--- config.mk ---
export PLATFORM = sky130hd
export DESIGN_NAME = seq_slice_adder
export DESIGN_NICKNAME = d
export VERILOG_FILES = /design/src/rtl/adder_pkg.sv /design/src/rtl/seq_slice_adder_rca_slice.sv /design/src/rtl/seq_slice_adder.sv
export SDC_FILE = /design/constraint.sdc
export NUM_CORES = 1
export LEC_CHECK = 0
export CORE_MARGIN = 4
export CORE_UTILIZATION = 54
export DETAILED_ROUTE_END_ITERATION = 8
export PLACE_DENSITY = 0.82
export REMOVE_ABC_BUFFERS = 1
export SYNTH_ARGS = -nofsm -noshare
export SYNTH_HDL_FRONTEND = slang
export SYNTH_HIERARCHICAL = 1
export SYNTH_SLANG_ARGS = --single-unit
--- constraint.sdc ---
create_clock -name clk -period 5.7 [get_ports clk]
set_input_delay 1.14 -clock clk [delete_from_list [all_inputs] [get_ports clk]]
set_output_delay 1.14 -clock clk [all_outputs]
set_load 0.005 [all_outputs]
--- src/rtl/adder_pkg.sv ---
`default_nettype none
// ============================================================================
//  Module   : adder_pkg
//  Purpose  : Shared definitions for the sequential slice adder.
//             - FSM state encoding (2-bit): S_IDLE, S_RUN, S_DONE
//             - Operation mode constants: MODE_ADD, MODE_SUB
//  Revision : 1.0  initial release
// ============================================================================
package adder_pkg;

   typedef enum logic [1:0] {
      S_IDLE = 2'd0,
      S_RUN  = 2'd1,
      S_DONE = 2'd2
   } state_t;

   localparam logic MODE_ADD = 1'b0;
   localparam logic MODE_SUB = 1'b1;

endpackage : adder_pkg
`default_nettype wire

--- src/rtl/seq_slice_adder_rca_slice.sv ---
`default_nettype none
// ============================================================================
//  Module   : rca_slice
//  Purpose  : Combinational CHUNK-bit ripple-carry adder slice.
//  Ports    : a, b   [CHUNK-1:0]  slice operands
//             ci                  carry into the slice LSB
//             s      [CHUNK-1:0]  slice sum
//             co                  carry out of the slice MSB
//             c_msb               carry into the slice MSB (overflow detection)
//  Revision : 1.0  initial release
// ============================================================================
module rca_slice #(
   parameter int CHUNK = 4
) (
   input  logic [CHUNK-1:0] a,
   input  logic [CHUNK-1:0] b,
   input  logic             ci,
   output logic [CHUNK-1:0] s,
   output logic             co,
   output logic             c_msb
);

   // c[i] is the carry into bit i; c[CHUNK] is the slice carry-out.
   logic [CHUNK:0] c;

   assign c[0] = ci;

   for (genvar i = 0; i < CHUNK; i++) begin : g_fa
      assign s[i]   = a[i] ^ b[i] ^ c[i];
      assign c[i+1] = (a[i] & b[i]) | (c[i] & (a[i] ^ b[i]));
   end

   assign co    = c[CHUNK];
   assign c_msb = c[CHUNK-1];

endmodule : rca_slice
`default_nettype wire

--- src/rtl/seq_slice_adder.sv ---
`default_nettype none
// ============================================================================
//  Module   : seq_slice_adder
//  Purpose  : Multi-cycle WIDTH-bit add/subtract, CHUNK bits per clock through
//             one shared ripple-carry slice; carry held in a register.
//  Ports    : clk, rst (sync, active-high)
//             start, sub, a, b, cin   request, mode and operands
//             busy                    high while operating
//             done                    one-cycle result-valid pulse
//             sum, cout, ovf          result and flags
//  Revision : 1.0  initial release
// ============================================================================
module seq_slice_adder
   import adder_pkg::*;
#(
   parameter int WIDTH = 16,
   parameter int CHUNK = 4
) (
   input  logic             clk,
   input  logic             rst,
   input  logic             start,
   input  logic             sub,
   input  logic [WIDTH-1:0] a,
   input  logic [WIDTH-1:0] b,
   input  logic             cin,
   output logic             busy,
   output logic             done,
   output logic [WIDTH-1:0] sum,
   output logic             cout,
   output logic             ovf
);

   localparam int NSLICE = WIDTH / CHUNK;
   localparam int CW     = (NSLICE > 1) ? $clog2(NSLICE) : 1;
   localparam logic [CW-1:0] LAST = CW'(NSLICE - 1);

   if ((CHUNK < 1) || (WIDTH % CHUNK != 0)) begin : g_bad_chunk
      $error("seq_slice_adder: WIDTH must be a non-zero multiple of CHUNK");
   end

   state_t           state_q, state_d;
   logic [CW-1:0]    cnt_q, cnt_d;
   logic [WIDTH-1:0] a_q, a_d;
   logic [WIDTH-1:0] b_q, b_d;       // already inverted in subtract mode
   logic             carry_q, carry_d;
   logic [WIDTH-1:0] sum_q, sum_d;
   logic             cout_q, cout_d;
   logic             ovf_q, ovf_d;

   logic [CHUNK-1:0] sl_a, sl_b, sl_s;
   logic             sl_co, sl_cmsb;

   rca_slice #(.CHUNK(CHUNK)) u_slice (
      .a     (sl_a),
      .b     (sl_b),
      .ci    (carry_q),
      .s     (sl_s),
      .co    (sl_co),
      .c_msb (sl_cmsb)
   );

   // Select the operand chunk addressed by the slice counter.
   always_comb begin
      sl_a = '0;
      sl_b = '0;
      for (int i = 0; i < NSLICE; i++) begin
         if (cnt_q == CW'(i)) begin
            sl_a = a_q[i*CHUNK +: CHUNK];
            sl_b = b_q[i*CHUNK +: CHUNK];
         end
      end
   end

   always_comb begin
      state_d = state_q;
      cnt_d   = cnt_q;
      a_d     = a_q;
      b_d     = b_q;
      carry_d = carry_q;
      sum_d   = sum_q;
      cout_d  = cout_q;
      ovf_d   = ovf_q;

      case (state_q)
         S_IDLE, S_DONE: begin
            if (start) begin
               state_d = S_RUN;
               a_d     = a;
               // Subtraction as a + ~b + 1: invert b here, force carry-in.
               b_d     = b ^ {WIDTH{sub}};
               carry_d = (sub == MODE_SUB) ? 1'b1 : cin;
               cnt_d   = '0;
               sum_d   = '0;
            end else if (state_q == S_DONE) begin
               state_d = S_IDLE;
            end
         end

         S_RUN: begin
            for (int i = 0; i < NSLICE; i++) begin
               if (cnt_q == CW'(i)) begin
                  sum_d[i*CHUNK +: CHUNK] = sl_s;
               end
            end
            carry_d = sl_co;
            if (cnt_q == LAST) begin
               state_d = S_DONE;
               cnt_d   = '0;
               cout_d  = sl_co;
               ovf_d   = sl_cmsb ^ sl_co;
            end else begin
               cnt_d = cnt_q + CW'(1);
            end
         end

         default: begin
            state_d = S_IDLE;
         end
      endcase
   end

   always_ff @(posedge clk) begin
      if (rst) begin
         state_q <= S_IDLE;
         cnt_q   <= '0;
         a_q     <= '0;
         b_q     <= '0;
         carry_q <= 1'b0;
         sum_q   <= '0;
         cout_q  <= 1'b0;
         ovf_q   <= 1'b0;
      end else begin
         state_q <= state_d;
         cnt_q   <= cnt_d;
         a_q     <= a_d;
         b_q     <= b_d;
         carry_q <= carry_d;
         sum_q   <= sum_d;
         cout_q  <= cout_d;
         ovf_q   <= ovf_d;
      end
   end

   assign busy = (state_q == S_RUN);
   assign done = (state_q == S_DONE);
   assign sum  = sum_q;
   assign cout = cout_q;
   assign ovf  = ovf_q;

endmodule : seq_slice_adder
`default_nettype wire
==> After elaboration in Yosys (flattened, before gate mapping) <==
Cells that the tools add are included.
{ "word_totals": {"elab_cells": 81, "inputBits": 37, "output_inout_bits": 20, "regBits": 55} }
{ "classes": {"n_reduce_logical": 12, "bitwise_logic": 22, "n_eq_ne": 11, "n_mux": 24, "addsub": 1} }
{ "op_table": {"columns": ["op", "n"], "rows": [
  ["$mux W4", 12],
  ["$pmux W16 S2", 1],
  ["$mux W16", 1],
  ["$xor A16 B16 Y16", 1],
  ["$reduce_and A3 Y1", 4],
  ["$mux W2", 5],
  ["$xor A1 B1 Y1", 9],
  ["$and A1 B1 Y1", 8],
  ["$ne A2 B1 Y1 const B", 4],
  ["$pmux W2 S2", 2],
  ["$reduce_and A2 Y1", 4],
  ["$eq A2 B2 Y1 const B", 3],
  ["$eq A2 B1 Y1 const B", 2],
  ["$logic_not A2 Y1", 2],
  ["$or A1 B1 Y1", 4],
  ["$ne A3 B3 Y1 const B", 1],
  ["$add A2 B1 Y2 const B", 1],
  ["$mux W1", 2],
  ["$ne A2 B2 Y1 const B", 1],
  ["$pmux W1 S2", 1],
  ["$reduce_bool A2 Y1", 1],
  ["$reduce_or A2 Y1", 1]
]} }

==> Logic depth before layout (Yosys ltp) <==
{ "depth": {"word_depth": 15, "ltp_mapped": 14, "mapped_depth_nobuf": 13} }

==> Modules after synthesis <==
Netlist, hierarchy kept.
{ "by_module_without_submodules": {"columns": ["mod", "area_per_inst_um2", "cells_per_inst", "n_inst", "seq_area_each_um2"], "rows": [
  ["seq_slice_adder", 2517.4, 304, 1, 1101.1],
  ["rca_slice", 110.1, 12, 1, 0.0]
]} }

==> Worst setup path after synthesis <==
OpenSTA, ideal clock, no wires.
{ "synth_timing": {"kind": "register to register", "from": "reg cnt_q[0]", "to": "reg ovf_q (netlist: ovf)", "arrival_time_ns": 2.899, "setup_time_ns": 0.086, "n_path_buf": 1, "period_less_slack_ns": 2.984, "t_required_ns": 5.614, "stages_incl_launch_ff": 14, "path_slack_ns": 2.716, "path_cell_list": "dfxtp_1 -> inv_1 -> ha_1 -> clkbuf_1 -> nor2_1 -> a31oi_1 -> fa_1 -> inv_1 -> fa_1 -> fa_1 -> inv_1 -> fa_1 -> xnor2_1 -> a211oi_1"} }
{ "synth_between": {"elab_chain_len": 15, "elab_cells_between_ends": 30, "classes_between": "eq/ne: 3; mux: 8; bitwise: 17; reduce/logical: 2"} }
{ "synth_rtl": {"columns": ["element", "line", "rtl"], "rows": [
  ["from (decl)", "seq_slice_adder.sv:42", "logic [CW-1:0] cnt_q, cnt_d;"],
  ["from (signal assigned)", "seq_slice_adder.sv:134", "cnt_q <= cnt_d;"],
  ["$logic_not A2 Y1", "seq_slice_adder.sv:67", "if (cnt_q == CW'(i)) begin"],
  ["$mux W4 (3 in series)", "seq_slice_adder.sv:67", null],
  ["$mux W4 *", "seq_slice_adder.sv:67", null],
  ["net sl_a[0]", "seq_slice_adder.sv:50", "logic [CHUNK-1:0] sl_a, sl_b, sl_s;"],
  ["$xor A1 B1 Y1", "seq_slice_adder_rca_slice.sv:30", "assign c[i+1] = (a[i] & b[i]) | (c[i] & (a[i] ^ b[i]));"],
  ["$and A1 B1 Y1", "seq_slice_adder_rca_slice.sv:30", null],
  ["$or A1 B1 Y1 *", "seq_slice_adder_rca_slice.sv:30", null],
  ["$and A1 B1 Y1 *", "seq_slice_adder_rca_slice.sv:30", null],
  ["$or A1 B1 Y1 *", "seq_slice_adder_rca_slice.sv:30", null],
  ["$and A1 B1 Y1 *", "seq_slice_adder_rca_slice.sv:30", null],
  ["$or A1 B1 Y1 *", "seq_slice_adder_rca_slice.sv:30", null],
  ["net sl_cmsb", "seq_slice_adder.sv:51", "logic sl_co, sl_cmsb;"],
  ["$and A1 B1 Y1 *", "seq_slice_adder_rca_slice.sv:30", null],
  ["$or A1 B1 Y1 *", "seq_slice_adder_rca_slice.sv:30", null],
  ["net sl_co", "seq_slice_adder.sv:51", null],
  ["$xor A1 B1 Y1 *", "seq_slice_adder.sv:110", "ovf_d = sl_cmsb ^ sl_co;"],
  ["to (signal assigned)", "seq_slice_adder.sv:140", "ovf_q <= ovf_d;"],
  ["to (decl)", "seq_slice_adder.sv:48", "logic ovf_q, ovf_d;"]
]} }
The timed path passes the listed nets; every way through them passes the cells marked *.
A chain may end at the register's enable or synchronous reset.

==> Worst setup path after layout <==
{ "layout_timing": {"from": "reg cnt_q[0]", "to": "reg sum_q[11] (netlist: sum[11])"} }
{ "layout_between": {"elab_chain_len": 15, "elab_cells_between_ends": 30, "classes_between": "eq/ne: 4; mux: 10; bitwise: 14; reduce/logical: 2"} }
{ "layout_rtl": {"columns": ["element", "line", "rtl"], "rows": [
  ["$logic_not A2 Y1", "seq_slice_adder.sv:67", null],
  ["$mux W4 (3 in series)", "seq_slice_adder.sv:67", null],
  ["$mux W4 *", "seq_slice_adder.sv:67", null],
  ["net sl_b[0]", "seq_slice_adder.sv:50", null],
  ["$xor A1 B1 Y1", "seq_slice_adder_rca_slice.sv:30", null],
  ["$and A1 B1 Y1", "seq_slice_adder_rca_slice.sv:30", null],
  ["$or A1 B1 Y1 *", "seq_slice_adder_rca_slice.sv:30", null],
  ["$and A1 B1 Y1 *", "seq_slice_adder_rca_slice.sv:30", null],
  ["$or A1 B1 Y1 *", "seq_slice_adder_rca_slice.sv:30", null],
  ["$and A1 B1 Y1 *", "seq_slice_adder_rca_slice.sv:30", null],
  ["$or A1 B1 Y1 *", "seq_slice_adder_rca_slice.sv:30", null],
  ["net sl_cmsb", "seq_slice_adder.sv:51", null],
  ["$xor A1 B1 Y1 *", "seq_slice_adder_rca_slice.sv:29", "assign s[i] = a[i] ^ b[i] ^ c[i];"],
  ["net sl_s[3]", "seq_slice_adder.sv:50", null],
  ["$mux W4 *", "seq_slice_adder.sv:101", "if (cnt_q == CW'(i)) begin"],
  ["$pmux W16 S2 *", "seq_slice_adder.sv:84", "case (state_q)"],
  ["to (signal assigned)", "seq_slice_adder.sv:138", "sum_q <= sum_d;"],
  ["to (decl)", "seq_slice_adder.sv:46", "logic [WIDTH-1:0] sum_q, sum_d;"]
]} }
The timed path passes the listed nets; every way through them passes the cells marked *. The select of a mux whose other input is x is not followed.

==> metrics <==
# resized after CTS=0; most common library cell in the layout ignoring fill and taps=nand2_1; number of cells on the worst hold path=2; routed vias/inst=5.08; cell with the biggest individual delay on the critical path=ha_1; unrepaired setup endpoints after global routing=no; max-slew violation count=0; cell family with the largest share of critical-path delay=adder cells; layout filler cell count=411; Peak Freq=0.292 GHz; final weighted congestion of routability-driven global placement=0.828; register bit count reported by yosys=55; Total Wirelength=5330 µm; number of buffers created by CTS=5; clock net sink count=55; worst flop-to-flop path startpoint=cnt_q[0]; cell repeated most along the worst path=fa_1; First DRT Iteration DRCs=160; clock latency on the worst-skew pair=300 ps; Post-Layout Cell Count=425; Die X=77.8 µm; overflow left after global routing=0; deepest clock path buffer count=2; Hold WS=454 ps; leading cell types in the layout, fill and taps excluded=nand2_1, dfxtp_1, clkdlybuf4s50_1; buffers inserted by post-CTS timing repair=0; slew at the pin closest to its max-slew limit=951 ps; cell area power density=245 mW/mm²; clock skew=3.68 ps; post-route DRC violation count=0; number of buffers inserted by hold repair at cts=0; worst r2r dst=sum[11]; Final Hold Violating Endpoints=0; Boundary Pins=57; endpoint kind of the worst setup timing path=flip-flop; count of input and output buffers=56; CTS tree=built; Worst Hold Endpoint=a_q[10]; Area growth, synth to finish=23.7%; final worst path period need=3430 ps; maximum number of pins on one net before global-route repair=57; post-detailed-placement half-perimeter wirelength=3930 µm; sequential cell area fraction in the yosys report=41.9%; # placed instances=417; max-cap violations=0; finished layout cell area=0.00325 mm²; diodes inserted=0; library cells used by synthesis=27; net count reported at finish=402; startpoint of the lowest-slack hold path=a_q[10]; Critical path buffers and inverters=2; Crit path largest cell delay=590 ps; via total after detailed routing=2159; Design Power=0.000797 W; number of antenna-violating nets in the routed design=0; final worst-path cycle share=60.2%; largest driver fanout on the critical path=13; run status=completed; root buffer cell=clkbuf_8; die boundary height=77.8 µm; arrival time reported for the critical path endpoint=3570 ps; required time worst endpoint=5840 ps; total standard cell area after synthesis=0.00263 mm²; class of the tightest hold or removal check=reg2reg; number of warnings printed during yosys synthesis=6; core box area=0.00472 mm²; effective utilization at floorplan=55.6%; total routing resource utilization after global routing=18.5%; Pre-Repair DR Iteration Count=4; number of global-route vias before repair=2024; mean instance size in the synthesized netlist=8.31 µm²; fraction of layout cells with a size suffix above 1=3.35%; Mapped Cells=316; Final TNS setup=0 ps; DIE AREA=0.00605 mm²; critical path type=reg2reg; peak ir drop on the vdd network=0.155 mV; WL/cell=12.5 µm; antenna violations before repair=0; leakage component of the power=1.12 nW; depth of the worst register-to-register path=11; wire length of the first global-routing pass=9110 µm; CTS HTree Levels=2; FP Rows=25; clock transition at the register clock pins on the worst setup and hold paths after CTS=90 ps; CP Cell Sequence=ha_1 -> nor2_1 -> a31oi_1 -> fa_1 -> inv_1 -> fa_1 -> fa_1 -> inv_1 -> fa_1 -> nand2_1 -> a21oi_1; worst rel slew slack=36.6%; Setup-failing EPs final=0; startpoint type of the worst setup path=flip-flop; placement-stage cell area=0.00315 mm²; setup slack, reg-to-reg=2270 ps
-- worst reg2reg max path: cells and delay by family, from the launching register on --
family | cells | cell delay, ps
compound gates | 2 | 320
fa+ha+maj | 5 | 2030
buf+inv | 2 | 160
flops | 1 | 400
simple gates | 2 | 360
-- per-stage QoR --
stage	worst slack [ps]	util, %
6_report	2270	68.8
4_1_cts	2260	68.8
3_5_place_dp	2260	66.7
5_1_grt	1950	68.8
2_1_floorplan	2610	-
3_3_place_gp	2400	66.7
-- report_power, final --
part	internal, W	switching [W]	total (W)
combinational	0.0000713	0.0000782	0.000150
sequential	0.000406	0.0000150	0.000421
clock	0.000111	0.000115	0.000226
total	0.000589	0.000208	0.000797
-- area by class of cell --
class                      count  area (µm²)  area share [%]
sequential                    55        1100            33.9
inverter                      12        45.0            1.39
tap                           67        83.8            2.58
multi-input combinational    225        1350            41.5
timing repair buffer          58         571            17.6
clock buffer                   8         100            3.08
-- cells by family after synthesis --
kind of cell / after synthesis / synth area share (%)
flops: 55 / 41.9
fa+ha+maj: 8 / 4.95
simple gates: 128 / 23.0
mux: 9 / 3.43
buf+inv: 36 / 6.81
compound gates: 63 / 14.2
xor+xnor: 17 / 5.67
-- how the worst max path moves through the flow --
stage	startpoint	endpoint	slack [ps]	cells past startpoint
2_1_floorplan	start	b_q[0]	2610	3
3_3_place_gp	cnt_q[0]	sum[7]	2400	11
3_5_place_dp	cnt_q[0]	sum[11]	2260	11
4_1_cts	cnt_q[0]	sum[11]	2260	11
5_1_grt	cnt_q[0]	sum[7]	1950	11
6_report	cnt_q[0]	sum[11]	2270	11
-- Yosys cell counts, drive strengths merged --
cell type	number	area [µm²]
a21oi	35	175
buf	17	108
a211oi	17	128
o21ai	1	5.00
mux2i	9	90.1
nor2	21	78.8
fa	4	80.1
clkbuf	7	26.3
nand3	18	90.1
nor3b	1	7.51
nand2b	10	62.6
and3b	4	35.0
nand3b	12	90.1
dfxtp	55	1100
nor2b	2	12.5
ha	4	50.1
o32ai	1	8.76
inv	12	45.0
xnor2	17	149
or3	1	6.26
nand2	59	221
a31oi	8	50.1
o21a	1	7.51
-- layer usage --
metal	global-route usage [%]	part of all wire, %
met5	0	0
met4	3.91	0.90
met3	4.52	5.5
met2	31.1	48
met1	23.9	45
-- flip-flops by register name, summed over array words and instances (netlist names) --
signal / cells
b_q: 16
ovf: 1
state_q: 2
cnt_q: 2
cout: 1
sum: 16
a_q: 16
carry_q: 1
Note: power is estimated with default switching activity, not from simulation.
